$ cat src/rtl/fifo_arb_pkg.sv
// Shared types and constants for the FIFO write-port arbiter.
package fifo_arb_pkg;

  typedef enum logic {
    ARB_IDLE = 1'b0,
    ARB_LOCK = 1'b1
  } arb_state_e;

  localparam int ARB_STAT_W = 16;

endpackage

$ cat src/rtl/fifo_wr_arbiter_if.sv
// Requester handshake plus FIFO write-port bundle for fifo_wr_arbiter.
interface fifo_wr_arbiter_if #(
  parameter int NUM_REQ    = 4,
  parameter int data_width = 8
);

  logic [NUM_REQ-1:0]            req_valid;
  logic [NUM_REQ*data_width-1:0] req_data;
  logic [NUM_REQ-1:0]            req_ready;
  logic                          full;
  logic                          w_en;
  logic [data_width-1:0]         data_in;
  logic [$clog2(NUM_REQ)-1:0]    grant_id;
  logic                          busy;

  modport master (
    input  req_valid, req_data, full,
    output req_ready, w_en, data_in, grant_id, busy
  );

  modport slave (
    output req_valid, req_data, full,
    input  req_ready, w_en, data_in, grant_id, busy
  );

endinterface

$ cat src/rtl/fifo_rr_pick.sv
// Rotating-priority encoder: first set bit of valid_i at or after start_i, wrapping.
module fifo_rr_pick #(
  parameter int NUM_REQ = 4,
  parameter int ID_W    = $clog2(NUM_REQ)
) (
  input  logic [NUM_REQ-1:0] valid_i,
  input  logic [ID_W-1:0]    start_i,
  output logic               found_o,
  output logic [ID_W-1:0]    idx_o
);

  logic [ID_W-1:0] cand [NUM_REQ];

  for (genvar k = 0; k < NUM_REQ; k++) begin : g_cand
    assign cand[k] = ID_W'((int'(start_i) + k) % NUM_REQ);
  end

  // Scan from the farthest candidate back so the nearest one wins.
  always_comb begin
    found_o = 1'b0;
    idx_o   = '0;
    for (int k = NUM_REQ - 1; k >= 0; k--) begin
      if (valid_i[cand[k]]) begin
        found_o = 1'b1;
        idx_o   = cand[k];
      end
    end
  end

endmodule

$ cat src/rtl/fifo_wr_arbiter.sv
// Round-robin, burst-locked arbiter sharing one async-FIFO write port.
// Optional per-requester accepted-word counters when FIFO_ARB_STATS_EN is defined.
module fifo_wr_arbiter
  import fifo_arb_pkg::*;
#(
  parameter int NUM_REQ    = 4,
  parameter int data_width = 8,
  parameter int BURST_MAX  = 4
) (
  input  logic                              w_clk,
  input  logic                              wrst_n,
`ifdef FIFO_ARB_STATS_EN
  output logic [NUM_REQ*ARB_STAT_W-1:0]     grant_cnt,
`endif
  fifo_wr_arbiter_if.master                 bus
);

  localparam int ID_W  = $clog2(NUM_REQ);
  localparam int CNT_W = $clog2(BURST_MAX + 1);
  localparam logic [CNT_W-1:0] LAST_CNT = CNT_W'(BURST_MAX - 1);
  localparam logic [ID_W-1:0]  LAST_ID  = ID_W'(NUM_REQ - 1);

  arb_state_e       state_q, state_d;
  logic [ID_W-1:0]  grant_q, grant_d;
  logic [ID_W-1:0]  rr_ptr_q, rr_ptr_d;
  logic [CNT_W-1:0] burst_cnt_q, burst_cnt_d;

  logic [ID_W-1:0]       nxt_ptr, pick_start, pick_idx;
  logic                  pick_found, owner_vld, xfer, rel;
  logic [data_width-1:0] word [NUM_REQ];

  for (genvar i = 0; i < NUM_REQ; i++) begin : g_word
    assign word[i] = bus.req_data[i*data_width +: data_width];
  end

  assign owner_vld  = bus.req_valid[grant_q];
  assign xfer       = (state_q == ARB_LOCK) && owner_vld && !bus.full;
  assign rel        = (state_q == ARB_LOCK) &&
                      (!owner_vld || (xfer && (burst_cnt_q == LAST_CNT)));
  assign nxt_ptr    = (grant_q == LAST_ID) ? '0 : grant_q + ID_W'(1);
  // One picker serves both the idle grant and the same-cycle re-pick on release.
  assign pick_start = (state_q == ARB_LOCK) ? nxt_ptr : rr_ptr_q;

  fifo_rr_pick #(
    .NUM_REQ (NUM_REQ),
    .ID_W    (ID_W)
  ) u_pick (
    .valid_i (bus.req_valid),
    .start_i (pick_start),
    .found_o (pick_found),
    .idx_o   (pick_idx)
  );

  always_comb begin
    state_d     = state_q;
    grant_d     = grant_q;
    rr_ptr_d    = rr_ptr_q;
    burst_cnt_d = burst_cnt_q;
    case (state_q)
      ARB_IDLE: begin
        if (pick_found) begin
          grant_d     = pick_idx;
          burst_cnt_d = '0;
          state_d     = ARB_LOCK;
        end
      end
      ARB_LOCK: begin
        if (xfer) burst_cnt_d = burst_cnt_q + CNT_W'(1);
        if (rel) begin
          rr_ptr_d = nxt_ptr;
          if (pick_found) begin
            grant_d     = pick_idx;
            burst_cnt_d = '0;
          end else begin
            state_d = ARB_IDLE;
          end
        end
      end
      default: state_d = ARB_IDLE;
    endcase
  end

  always_ff @(posedge w_clk or negedge wrst_n) begin
    if (!wrst_n) begin
      state_q     <= ARB_IDLE;
      grant_q     <= '0;
      rr_ptr_q    <= '0;
      burst_cnt_q <= '0;
    end else begin
      state_q     <= state_d;
      grant_q     <= grant_d;
      rr_ptr_q    <= rr_ptr_d;
      burst_cnt_q <= burst_cnt_d;
    end
  end

  // Write-port outputs follow full combinationally; data is zeroed when idle.
  always_comb begin
    bus.w_en      = xfer;
    bus.req_ready = '0;
    bus.data_in   = '0;
    if (xfer) begin
      bus.req_ready[grant_q] = 1'b1;
      bus.data_in            = word[grant_q];
    end
  end

  assign bus.grant_id = grant_q;
  assign bus.busy     = (state_q == ARB_LOCK);

`ifdef FIFO_ARB_STATS_EN
  logic [NUM_REQ-1:0][ARB_STAT_W-1:0] stat_q;

  always_ff @(posedge w_clk or negedge wrst_n) begin
    if (!wrst_n) begin
      stat_q <= '0;
    end else begin
      for (int i = 0; i < NUM_REQ; i++) begin
        if (bus.req_ready[i] && (stat_q[i] != '1))
          stat_q[i] <= stat_q[i] + ARB_STAT_W'(1);
      end
    end
  end

  assign grant_cnt = stat_q;
`endif

endmodule

$ cat src/flat_wrapper.sv
// flat-port wrapper written by rule: the top's interface ports become plain ports
module fifo_wr_arbiter_flat import fifo_arb_pkg::*;
#(
  parameter int NUM_REQ    = 4,
  parameter int data_width = 8,
  parameter int BURST_MAX  = 4
)
  (w_clk, wrst_n, bus_req_valid, bus_req_data, bus_full, bus_req_ready, bus_w_en, bus_data_in, bus_grant_id, bus_busy);
  fifo_wr_arbiter_if #(.NUM_REQ(NUM_REQ), .data_width(data_width)) bus_i ();
  input  logic w_clk;
  input  logic wrst_n;
  input wire logic [$bits(bus_i.req_valid)-1:0] bus_req_valid;
  input wire logic [$bits(bus_i.req_data)-1:0] bus_req_data;
  input wire logic [$bits(bus_i.full)-1:0] bus_full;
  output wire logic [$bits(bus_i.req_ready)-1:0] bus_req_ready;
  output wire logic [$bits(bus_i.w_en)-1:0] bus_w_en;
  output wire logic [$bits(bus_i.data_in)-1:0] bus_data_in;
  output wire logic [$bits(bus_i.grant_id)-1:0] bus_grant_id;
  output wire logic [$bits(bus_i.busy)-1:0] bus_busy;
  assign bus_i.req_valid = bus_req_valid;
  assign bus_i.req_data = bus_req_data;
  assign bus_i.full = bus_full;
  assign bus_req_ready = bus_i.req_ready;
  assign bus_w_en = bus_i.w_en;
  assign bus_data_in = bus_i.data_in;
  assign bus_grant_id = bus_i.grant_id;
  assign bus_busy = bus_i.busy;
  fifo_wr_arbiter #(.NUM_REQ(NUM_REQ), .data_width(data_width), .BURST_MAX(BURST_MAX)) u_core (.w_clk(w_clk), .wrst_n(wrst_n), .bus(bus_i));
endmodule
$ cat config.mk
export PLATFORM = sky130hd
export DESIGN_NAME = fifo_wr_arbiter_flat
export DESIGN_NICKNAME = d
export VERILOG_FILES = /design/src/rtl/fifo_arb_pkg.sv /design/src/rtl/fifo_wr_arbiter_if.sv /design/src/rtl/fifo_rr_pick.sv /design/src/rtl/fifo_wr_arbiter.sv /design/src/flat_wrapper.sv
export SDC_FILE = /design/constraint.sdc
export NUM_CORES = 1
export LEC_CHECK = 0
export BUFFER_PORTS_ARGS = -buffer_cell sky130_fd_sc_hd__buf_2
export CAP_MARGIN = 0
export CORE_MARGIN = 3
export CORE_UTILIZATION = 29
export DETAILED_ROUTE_END_ITERATION = 6
export GPL_TIMING_DRIVEN = 0
export PLACE_DENSITY = 0.64
export RECOVER_POWER = 100
export SYNTH_ARGS = -nofsm -noshare
export SYNTH_HDL_FRONTEND = slang
export SYNTH_SLANG_ARGS = --single-unit
$ cat constraint.sdc
create_clock -name w_clk -period 2.2 [get_ports w_clk]
set_input_delay 0 -clock w_clk [delete_from_list [all_inputs] [get_ports w_clk]]
set_output_delay 0 -clock w_clk [all_outputs]
set_load 0.02 [all_outputs]
==> summary.txt <==
Run status
  – Status: completed

Synthesis
  – Number of distinct library cells after synthesis: 28
  – Ys async rst share: 100%
  – Area fraction of the dominant cell type after synthesis: 24.4%
  – Sequential element share of the synthesized area: 24.1%
  – Post-synthesis xor/xnor area fraction: 0%
  – Number of synthesis warnings: 0
  – Post-Synth Adder-Cell Area: 9.02%
  – FF+latch count, synth: 8
  – Post-synthesis cell area: 832 um2
  – Syn avg cell area: 10.4 um2
  – Main area contributors after synthesis: mux4_2, dfrtp_1, and3_1
  – Synth cell count leaders: and3_1, mux4_2, dfrtp_1
  – Leading area contributor after synthesis: mux4_2
  – Dominant synthesized flop cell: dfrtp_1
  – Mapped Cells: 80
  – Compound-Gate Fraction of Synth Area: 13.1%
  – Most numerous cell in the Yosys netlist: and3_1
  – Mux cell area share after synthesis: 29.6%
  – Largest family of logic cells by synthesized area: multiplexers
  – EDFF count, synth: 0
  – Mapped Nets: 125
  – Post-Synth Simple-Gate Area: 18.9%

STA
  – Hold Violations, Final: 0
  – Worst Skew: 0.00327 ns
  – Hold_ws: 0.123 ns
  – Headroom to the max-slew limit: 70.6%
  – F_max: 0.492 GHz
  – Tmin final: 2.03 ns
  – Unrepaired setup endpoints after global routing: false
  – # setup viols final: 0
  – Worst-margin pin slew: 0.438 ns
  – Final period util: 92.3%
  – Slew Viols, Final: 0
  – Setup TNS Final: 0 ns

Cells and area
  – # nets final: 185
  – Synth-to-layout area growth: 39.2%
  – Fill count: 269
  – Share of cells above drive strength 1: 42.0%
  – Diodes inserted: 0

Critical path
  – Crit-path cells: buf_4, inv_1, ha_1, mux2i_1, or3b_2, a21boi_0, o31ai_1
  – Setup slack, reg-to-reg: 0.17 ns
  – CP max stage delay: 0.49 ns
  – Crit. Startpoint: u_core.bus.grant_id[1]
  – Slowest CP cell: or3b_2
  – R2R depth: 7
  – Crit Path Max Fanout: 10
  – WP data required: 2.34 ns
  – WP buf/inv: 2
  – Startpoint types: register
  – Worst Path Class, Setup: reg -> reg
  – Crit path capture: u_core.bus.grant_id[1]
  – Reg-to-Reg End: u_core.bus.grant_id[1]
  – Top cell family by delay on the critical path: simple AND/OR/NAND/NOR gates
  – Arrival time worst endpoint: 2.17 ns
  – Crit path depth: 7
  – Critical path capture point type: register
  – Crit Reg-Reg Startpoint: u_core.bus.grant_id[1]

Detailed routing
  – Vias/cell: 5.02
  – Final WL: 2.27 mm
  – DRC: 0
  – Total iterations of the first detailed-routing run: 4
  – DR iter-0 viols: 17
  – Detail Route Antenna Nets: 0
  – Via count: 844
  – Mean routed wirelength per cell: 13.5 um

Global route
  – Largest net degree at the start of global routing: 11
  – Number of antenna violations at the first check in global routing: 0
  – All-Layer GR Usage: 14.1%
  – Number of global-route vias before repair: 908
  – First-pass GRT wire length: 3.84 mm
  – Grt ovf: 0

Clocking
  – Deepest clock path buffer count: 2
  – H-tree depth: 1
  – Clock Latency Late Sink: 0.25 ns
  – Post-CTS Setup Bufs: 0
  – Clk sink count: 8
  – Clock root buffer: clkbuf_4
  – CTS buffer count: 3
  – CTS tree: done
  – Clock-pin slew on the worst setup and hold paths: 0.06 ns

Worst hold path
  – Path type of the worst min-delay path: in -> reg

Place
  – Final Wtd Congestion: 0.808
  – Port bufs: 54
  – Detail Placement HPWL: 1.92 mm

Pwr
  – Power, Total: 1.20 mW
  – Pwr per Cell Area: 1030 nW/um2
  – P_leak: 0.578 nW
  – VDD IR max: 0.418 mV

Floorplan
  – Ports: 55
  – Starting Density: 32.1%
  – # rows: 18
  – Die width: 59.6 um
  – Die Y: 59.6 um
  – Core area: 2590 um2
  – Die ar.: 3550 um2

Job
  – Max-cap violation count: 0
-- how the worst min path moves through the flow --
stage,start,end,slack (ns),cells past startpoint
floorplan,wrst_n,u_core.burst_cnt_q[0],-0.30,0
global placement,wrst_n,u_core.burst_cnt_q[1],-0.15,1
detailed placement,wrst_n,u_core.burst_cnt_q[1],-0.15,1
CTS,bus_req_valid[0],u_core.bus.busy,0.10,3
global route,bus_req_valid[2],u_core.bus.busy,0.15,3
finish,bus_req_valid[1],u_core.bus.grant_id[1],0.12,4
-- area by class of cell --
class	count	area [um2]	area share [%]
clock buffers	3	22.5	1.94
repair buffers	55	259	22.4
well taps	30	37.5	3.24
multi-input cells	61	584	50.4
inverters	6	22.5	1.94
plain buffers	5	31.3	2.70
flip-flops and latches	8	201	17.4
-- power by group --
group	total [mW]	internal, mW	switching [mW]
sequential	0.258	0.203	0.0547
clock	0.114	0.0625	0.0515
combinational	0.826	0.397	0.429
total	1.20	0.662	0.535
-- cell families after synthesis --
kind of cell             after synthesis
AO/OA/AOI/OAI                         14
flip-flops                             8
buffers and inverters                 11
AND/OR/NAND/NOR                       28
multiplexers                          13
adder cells (fa/ha/maj)                6
-- per-layer routing --
| layer | wire length (um) | global-route usage (%) |
|---|---|---|
| met5 | 0 | 0 |
| met3 | 79 | 1.74 |
| met1 | 934 | 16.3 |
| met4 | 34 | 3.80 |
| met2 | 1220 | 26.8 |
-- cell usage in the layout (no fill, tap or decap), types with 2 or more instances in the layout --
cell type / n
a21boi_0: 2
buf_2: 38
dfrtp_1: 7
nand2b_1: 3
a21oi_1: 3
and3_1: 12
a22o_1: 2
clkbuf_4: 3
clkbuf_1: 19
inv_1: 6
nand2_1: 6
mux4_2: 9
ha_1: 6
nor2_1: 2
mux2_2: 3
-- sequential cells by signal, summed over array words and instances (netlist names) --
| signal | count |
|---|---|
| u_core.rr_ptr_q | 2 |
| u_core.burst_cnt_q | 3 |
| u_core.bus.busy | 1 |
| u_core.bus.grant_id | 2 |
-- worst min-delay path: stages --
cell      delay (ns)
buf_2           0.12
nand2_1         0.06
o221ai_1        0.07
o31ai_1         0.08
-- repair_timing --
item | in CTS | in global routing
resized for setup | 2 | 5
gates cloned | 0 | 0
hold endpoints to repair | 8 | 0
setup endpoints to repair | 2 | 2
hold buffers | 1 | 0
-- metrics by stage --
step	worst slack (ns)	utilization [%]	area [um2]	cells
final	0.169	44.7	1160	168
after global routing	0.0280	44.7	1160	168
after CTS	0.0411	45.4	1180	168
after detailed placement	-0.112	44.0	1140	164
after global placement	-0.103	44.0	1140	164
after floorplan	0.0481	-	832	80
(Power assumes the default switching activity.)
